[src/rtl/toris_pkg.sv]
// Shared types and timing defaults for the Tetris core game-timing blocks.
package toris_pkg;

    localparam int unsigned CNT_W = 11;
    localparam int unsigned RST_W = 4;

    localparam int unsigned DEF_BASE_MS    = 1000;
    localparam int unsigned DEF_STEP_MS    = 75;
    localparam int unsigned DEF_MIN_MS     = 100;
    localparam int unsigned DEF_SOFT_MS    = 50;
    localparam int unsigned DEF_LOCK_MS    = 500;
    localparam int unsigned DEF_MAX_RESETS = 15;

    typedef enum logic [1:0] {
        IDLE  = 2'd0,
        RUN   = 2'd1,
        LOCK  = 2'd2,
        PAUSE = 2'd3
    } state_t;

endpackage

[src/rtl/fall_scheduler_if.sv]
// Command/status bundle between the fall scheduler and the game core.
// Commands and tick1k are single-cycle strobes; landed/soft_drop/level are levels.
interface fall_scheduler_if;
    import toris_pkg::*;

    logic             tick1k;
    logic [3:0]       level;
    logic             soft_drop;
    logic             landed;
    logic             moved;
    logic             start;
    logic             pause_tgl;
    logic             game_over;
    logic             fall_step;
    logic             lock_now;
    logic             running;
    logic             paused;
    logic [CNT_W-1:0] period_ms;
    state_t           dbg_state;

    modport master (
        output tick1k, level, soft_drop, landed, moved, start, pause_tgl, game_over,
        input  fall_step, lock_now, running, paused, period_ms, dbg_state
    );

    modport slave (
        input  tick1k, level, soft_drop, landed, moved, start, pause_tgl, game_over,
        output fall_step, lock_now, running, paused, period_ms, dbg_state
    );

endinterface

[src/rtl/fall_scheduler_period_calc.sv]
// Combinational gravity period: level-scaled, floored at MIN_MS, capped by soft drop.
module fall_period_calc
    import toris_pkg::*;
#(
    parameter int unsigned BASE_MS = DEF_BASE_MS,
    parameter int unsigned STEP_MS = DEF_STEP_MS,
    parameter int unsigned MIN_MS  = DEF_MIN_MS,
    parameter int unsigned SOFT_MS = DEF_SOFT_MS
) (
    input  logic [3:0]       level_i,
    input  logic             soft_drop_i,
    output logic [CNT_W-1:0] period_o
);

    logic [15:0]      drop;
    logic [CNT_W-1:0] normal;

    assign drop = 16'(level_i) * 16'(STEP_MS);

    // Compare before subtracting so high levels can never wrap below MIN_MS.
    always_comb begin
        normal = CNT_W'(MIN_MS);
        if (drop < 16'(BASE_MS - MIN_MS)) begin
            normal = CNT_W'(BASE_MS) - CNT_W'(drop);
        end
        period_o = normal;
        if (soft_drop_i && (normal > CNT_W'(SOFT_MS))) begin
            period_o = CNT_W'(SOFT_MS);
        end
    end

endmodule

[src/rtl/fall_scheduler.sv]
// Gravity and lock-delay timer for the Tetris core, driven by the 1 ms strobe.
// Optional lock-timer reset on player moves: FALL_SCHED_LOCK_RESET_EN.
module fall_scheduler
    import toris_pkg::*;
#(
    parameter int unsigned BASE_MS = DEF_BASE_MS,
    parameter int unsigned STEP_MS = DEF_STEP_MS,
    parameter int unsigned MIN_MS  = DEF_MIN_MS,
    parameter int unsigned SOFT_MS = DEF_SOFT_MS,
    parameter int unsigned LOCK_MS = DEF_LOCK_MS
`ifdef FALL_SCHED_LOCK_RESET_EN
    , parameter int unsigned MAX_RESETS = DEF_MAX_RESETS
`endif
) (
    input  logic              clk50,
    input  logic              rst_n,
    fall_scheduler_if.slave   bus
);

    state_t           state_q;
    state_t           resume_state_q;
    logic [CNT_W-1:0] ms_cnt_q;
    logic [CNT_W-1:0] lock_cnt_q;
    logic [CNT_W-1:0] period_ms_q;
    logic [CNT_W-1:0] period_d;
    logic             fall_step_q;
    logic             lock_now_q;
    logic             running_q;
    logic             paused_q;
`ifdef FALL_SCHED_LOCK_RESET_EN
    logic [RST_W-1:0] reset_cnt_q;
`else
    logic             unused_moved;
    assign unused_moved = bus.moved;
`endif

    fall_period_calc #(
        .BASE_MS (BASE_MS),
        .STEP_MS (STEP_MS),
        .MIN_MS  (MIN_MS),
        .SOFT_MS (SOFT_MS)
    ) u_period (
        .level_i     (bus.level),
        .soft_drop_i (bus.soft_drop),
        .period_o    (period_d)
    );

    always_ff @(posedge clk50) begin
        if (!rst_n) begin
            state_q        <= IDLE;
            resume_state_q <= RUN;
            ms_cnt_q       <= '0;
            lock_cnt_q     <= '0;
            period_ms_q    <= CNT_W'(BASE_MS);
            fall_step_q    <= 1'b0;
            lock_now_q     <= 1'b0;
            running_q      <= 1'b0;
            paused_q       <= 1'b0;
`ifdef FALL_SCHED_LOCK_RESET_EN
            reset_cnt_q    <= '0;
`endif
        end else begin
            fall_step_q <= 1'b0;
            lock_now_q  <= 1'b0;
            period_ms_q <= period_d;
            if (bus.game_over) begin
                state_q    <= IDLE;
                ms_cnt_q   <= '0;
                lock_cnt_q <= '0;
                running_q  <= 1'b0;
                paused_q   <= 1'b0;
`ifdef FALL_SCHED_LOCK_RESET_EN
                reset_cnt_q <= '0;
`endif
            end else if (bus.start) begin
                state_q    <= RUN;
                ms_cnt_q   <= '0;
                lock_cnt_q <= '0;
                running_q  <= 1'b1;
                paused_q   <= 1'b0;
`ifdef FALL_SCHED_LOCK_RESET_EN
                reset_cnt_q <= '0;
`endif
            end else if (bus.pause_tgl && (state_q != IDLE)) begin
                if (state_q == PAUSE) begin
                    state_q   <= resume_state_q;
                    running_q <= 1'b1;
                    paused_q  <= 1'b0;
                end else begin
                    resume_state_q <= state_q;
                    state_q        <= PAUSE;
                    running_q      <= 1'b0;
                    paused_q       <= 1'b1;
                end
            end else begin
                case (state_q)
                    RUN: begin
                        if (bus.landed) begin
                            state_q    <= LOCK;
                            lock_cnt_q <= '0;
                        end else if (bus.tick1k) begin
                            // >= so a period shortened mid-count fires on the next tick.
                            if (ms_cnt_q >= period_ms_q - CNT_W'(1)) begin
                                fall_step_q <= 1'b1;
                                ms_cnt_q    <= '0;
                            end else begin
                                ms_cnt_q <= ms_cnt_q + CNT_W'(1);
                            end
                        end
                    end
                    LOCK: begin
                        if (!bus.landed) begin
                            state_q  <= RUN;
                            ms_cnt_q <= '0;
`ifdef FALL_SCHED_LOCK_RESET_EN
                        end else if (bus.moved && (32'(reset_cnt_q) < MAX_RESETS)) begin
                            lock_cnt_q  <= '0;
                            reset_cnt_q <= reset_cnt_q + RST_W'(1);
`endif
                        end else if (bus.tick1k) begin
                            if (lock_cnt_q == CNT_W'(LOCK_MS - 1)) begin
                                lock_now_q <= 1'b1;
                                state_q    <= RUN;
                                ms_cnt_q   <= '0;
`ifdef FALL_SCHED_LOCK_RESET_EN
                                reset_cnt_q <= '0;
`endif
                            end else begin
                                lock_cnt_q <= lock_cnt_q + CNT_W'(1);
                            end
                        end
                    end
                    default: ;
                endcase
            end
        end
    end

    assign bus.fall_step = fall_step_q;
    assign bus.lock_now  = lock_now_q;
    assign bus.running   = running_q;
    assign bus.paused    = paused_q;
    assign bus.period_ms = period_ms_q;
    assign bus.dbg_state = state_q;

endmodule

[src/flat_wrapper.sv]
// flat-port wrapper written by rule: the top's interface ports become plain ports
module fall_scheduler_flat import toris_pkg::*;
#(
    parameter int unsigned BASE_MS = DEF_BASE_MS,
    parameter int unsigned STEP_MS = DEF_STEP_MS,
    parameter int unsigned MIN_MS  = DEF_MIN_MS,
    parameter int unsigned SOFT_MS = DEF_SOFT_MS,
    parameter int unsigned LOCK_MS = DEF_LOCK_MS

)
  (clk50, rst_n, bus_tick1k, bus_level, bus_soft_drop, bus_landed, bus_moved, bus_start, bus_pause_tgl, bus_game_over, bus_fall_step, bus_lock_now, bus_running, bus_paused, bus_period_ms, bus_dbg_state);
  fall_scheduler_if bus_i ();
  input  logic clk50;
  input  logic rst_n;
  input wire logic [$bits(bus_i.tick1k)-1:0] bus_tick1k;
  input wire logic [$bits(bus_i.level)-1:0] bus_level;
  input wire logic [$bits(bus_i.soft_drop)-1:0] bus_soft_drop;
  input wire logic [$bits(bus_i.landed)-1:0] bus_landed;
  input wire logic [$bits(bus_i.moved)-1:0] bus_moved;
  input wire logic [$bits(bus_i.start)-1:0] bus_start;
  input wire logic [$bits(bus_i.pause_tgl)-1:0] bus_pause_tgl;
  input wire logic [$bits(bus_i.game_over)-1:0] bus_game_over;
  output wire logic [$bits(bus_i.fall_step)-1:0] bus_fall_step;
  output wire logic [$bits(bus_i.lock_now)-1:0] bus_lock_now;
  output wire logic [$bits(bus_i.running)-1:0] bus_running;
  output wire logic [$bits(bus_i.paused)-1:0] bus_paused;
  output wire logic [$bits(bus_i.period_ms)-1:0] bus_period_ms;
  output wire logic [$bits(bus_i.dbg_state)-1:0] bus_dbg_state;
  assign bus_i.tick1k = bus_tick1k;
  assign bus_i.level = bus_level;
  assign bus_i.soft_drop = bus_soft_drop;
  assign bus_i.landed = bus_landed;
  assign bus_i.moved = bus_moved;
  assign bus_i.start = bus_start;
  assign bus_i.pause_tgl = bus_pause_tgl;
  assign bus_i.game_over = bus_game_over;
  assign bus_fall_step = bus_i.fall_step;
  assign bus_lock_now = bus_i.lock_now;
  assign bus_running = bus_i.running;
  assign bus_paused = bus_i.paused;
  assign bus_period_ms = bus_i.period_ms;
  assign bus_dbg_state = bus_i.dbg_state;
  fall_scheduler #(.BASE_MS(BASE_MS), .STEP_MS(STEP_MS), .MIN_MS(MIN_MS), .SOFT_MS(SOFT_MS), .LOCK_MS(LOCK_MS)) u_core (.clk50(clk50), .rst_n(rst_n), .bus(bus_i));
endmodule
[config.mk]
export PLATFORM = sky130hd
export DESIGN_NAME = fall_scheduler_flat
export DESIGN_NICKNAME = d
export VERILOG_FILES = /design/src/rtl/toris_pkg.sv /design/src/rtl/fall_scheduler_if.sv /design/src/rtl/fall_scheduler_period_calc.sv /design/src/rtl/fall_scheduler.sv /design/src/flat_wrapper.sv
export SDC_FILE = /design/constraint.sdc
export NUM_CORES = 1
export LEC_CHECK = 0
export BUFFER_PORTS_ARGS = -buffer_cell sky130_fd_sc_hd__buf_4
export CAP_MARGIN = 15
export CORE_AREA = 3 3 86 88
export DETAILED_ROUTE_END_ITERATION = 8
export DIE_AREA = 0 0 89 91
export PLACE_DENSITY_LB_ADDON = 0.2
export SETUP_SLACK_MARGIN = 0.02
export SLEW_MARGIN = 20
export SYNTH_ARGS = -nofsm -noshare
export SYNTH_HDL_FRONTEND = slang
export SYNTH_SLANG_ARGS = --single-unit
export TNS_END_PERCENT = 20
[constraint.sdc]
create_clock -name clk50 -period 10.4 [get_ports clk50]
set_clock_uncertainty 0.15 [all_clocks]
set_input_delay 2.08 -clock clk50 [delete_from_list [all_inputs] [get_ports clk50]]
set_output_delay 2.08 -clock clk50 [all_outputs]
set_load 0.02 [all_outputs]
==> results.yml <==
sta:
  tightest_slew_ns: 0.630
  worst_slack_ns: 5.33
  setup_viol: 0
  rsz0062_at_grt: "no"
  slew_headroom: 0.577
  drv_slew: 0
  final-hold-violation-count: 0
  fmax_mhz: 197
  timing.final.crit_share: 0.487
  fin_setup_tns_ns: 0
  fin_crit_ns: 5.07
critical_path:
  crit_type: "primary input to register"
  regToRegStartpoint: "u_core.bus.period_ms[2]"
  cp.arrival_ns: 5.12
  critPathRequiredTime_ns: 10.45
  worst_r2r_endpoint: "u_core.ms_cnt_q[5]"
  crit_path_end_kind: "register"
  startpoint_type: "primary input"
  rrSetupSlack_ns: 7.48
  worst-path-max-fanout: 9
  reg2reg_depth: 10
final_layout:
  post-route-util: 0.506
  multi_input_area_um2: 2060
  drive_gt1_frac: 0.124
  diodes: 0
  fin_nets: 440
  final_cell_area_um2: 3400
  final_common_cell: "dfxtp_1"
  syn_to_final_growth_pct: 13.2
  fill_cells: 658
  final_cell_mix: "41 x dfxtp_1, 32 x ha_1, 28 x buf_4, 27 x a21oi_1, 25 x nand2_1"
  ff_latch_area_um2: 821
place:
  portBuffers: 28
  post-dp-hpwl_um: 4900
  place_congestion: 0.809
  dp_slack_ns: 5.06
  place_area_um2: 3280
worst_hold_path:
  holdPathStages: 2
  hold_end: "u_core.ms_cnt_q[10]"
  hp-start: "u_core.ms_cnt_q[10]"
  hold_class: "register to register"
floorplan:
  die_h_um: 91
  fp.dieW_um: 89
  fp.dieArea_um2: 8100
  fp.coreArea_um2: 6720
  start_util: 0.447
  row_count: 30
  io_pins: 30
detailed_routing:
  vias: 2565
  drc: 0
  avgViaCountPerCell: 5.40
  totalWireLength_um: 6150
  first_iter_violations: 64
  wl_per_cell_um: 13.0
  first_pass_iters: 4
  ant_nets: 0
cts:
  cts-htree-levels: 2
  cts_hold_buffers: 0
  cts_tree: "done"
  cts_root_buffer: "clkbuf_8"
  cts_buffer_depth: 2
  clk_pin_slew_ns: 0.08
  cts_setup_buffers: 0
  cts_resized: 0
  clkLatencyLatePin_ns: 0.29
  clock_sinks: 41
  cts_made_buffers: 5
power_and_ir_drop:
  finalPower_w: 0.000443
  ir_drop_mv: 0.0494
  power.density_nw_per_um2: 130
  cellLeakagePower_nw: 1.42
logic_synthesis:
  ys_types: 58
  ys_seq_area_frac: 0.273
  syn-cell-area_um2: 3000
  synth-edff-count: 0
  async_reset_ff_frac: 0
  ys_warn_count: 0
  ys_ff_latch: 41
  syn-num-nets: 411
  synth.avg_cell_area_um2: 8.23
  postSynthCellCount: 365
  synthFlopType: "dfxtp_1"
outcome:
  status: "finished, final reports clean"
flow_run:
  drv_cap: 0
global_route:
  grt_pass1_vias: 2447
  grt_max_degree: 14
  antenna_found_initial: 0
  grt-ovfl-total: 0
  grt_first_pass_wirelength_um: 10600
  grt_usage: 0.157
-- layer usage --
layer,global-route usage,vias up,routed length [um]
met1,0.199,1155,3000
met3,0.0272,10,164
met4,0.0459,0,100
met5,0,-,0
li1,-,1370,-
met2,0.270,30,2890
-- where the power goes --
group          internal, W  switching (W)  leakage, nW
clock            0.0000783      0.0000547       0.0585
combinational    0.0000601      0.0000778         1.03
sequential        0.000164     0.00000794        0.334
total             0.000302       0.000140         1.42
-- Yosys cell counts, types with 2 or more instances --
master,count,area [um2]
xor2_1,7,61.3
and3_1,10,62.6
mux2i_1,3,30.0
nand4b_1,2,17.5
nor2_1,23,86.3
inv_1,24,90.1
o21ai_0,14,70.1
o2111ai_1,2,17.5
nand3_1,15,75.1
o31ai_1,3,22.5
a22o_1,7,61.3
a21o_1,6,45.0
nor3b_1,4,30.0
o21ai_1,8,40.0
nand4_1,4,25.0
clkbuf_1,4,15.0
o22ai_1,2,12.5
nor4_1,2,12.5
nand2_1,25,93.8
xnor2_1,16,140
nor3_1,11,55.1
a21oi_1,27,135
ha_1,32,400
nand2b_1,10,62.6
nor4_2,2,25.0
or3_1,9,56.3
o21a_1,6,45.0
o211ai_1,2,15.0
a211oi_1,2,15.0
dfxtp_1,41,821
or2_2,2,12.5
nor2b_1,14,87.6
-- state kept, by name, indices dropped and copies added (netlist names) --
register               count
u_core.bus.running         1
u_core.ms_cnt_q           11
u_core.bus.period_ms      11
u_core.bus.paused          1
u_core.bus.dbg_state       2
u_core.lock_cnt_q         11
u_core.bus.lock_now        1
u_core.bus.fall_step       1
u_core.resume_state_q      2
-- cell families after synthesis --
kind of cell,count (synthesis),synth area share
adders and majority gates,33,0.140
and+or+nand+nor,141,0.261
other,1,0.00125
buffers and inverters,30,0.0404
DFF,41,0.273
xor gates and xnor gates,23,0.0671
AOI/OAI and AO/OA,92,0.203
muxes,4,0.0138
-- metrics by stage --
step                hold WS [ns]  std cells
finish                     0.351        475
floorplan                  0.308        365
global route               0.391        475
detailed placement         0.344        467
global placement           0.332        467
CTS                        0.355        475
-- critical path, cell delays in order --
cell and delay, ns:
buf_4 0.15, ha_1 0.27, inv_1 0.05, fa_1 0.53, inv_1 0.05, ha_1 0.25
a211oi_2 0.27, nor2_1 0.15, o311ai_2 0.43, o311a_1 0.24, nand3_1 0.12, o31a_1 0.30
nor3b_1 0.23
-- how the worst max path moves through the flow --
stage            startpoint                       to  slack (ns)  depth (start not counted)
3_3_place_gp   bus_level[2]  u_core.bus.period_ms[2]        5.06                         13
4_1_cts        bus_level[2]  u_core.bus.period_ms[2]        5.34                         13
2_1_floorplan  bus_level[2]  u_core.bus.period_ms[1]        5.48                         12
6_report       bus_level[2]  u_core.bus.period_ms[2]        5.33                         13
3_5_place_dp   bus_level[2]  u_core.bus.period_ms[2]        5.06                         13
5_1_grt        bus_level[2]  u_core.bus.period_ms[2]        5.14                         13
-- cell type report --
cell class,instances,share of cell area
Clock buffer,7,0.0254
Clock inverter,1,0.00884
Inverter,24,0.0265
Multi-Input combinational cell,294,0.606
Sequential cell,41,0.242
Tap cell,80,0.0295
Timing Repair Buffer,28,0.0619
(Power assumes the default switching activity.)
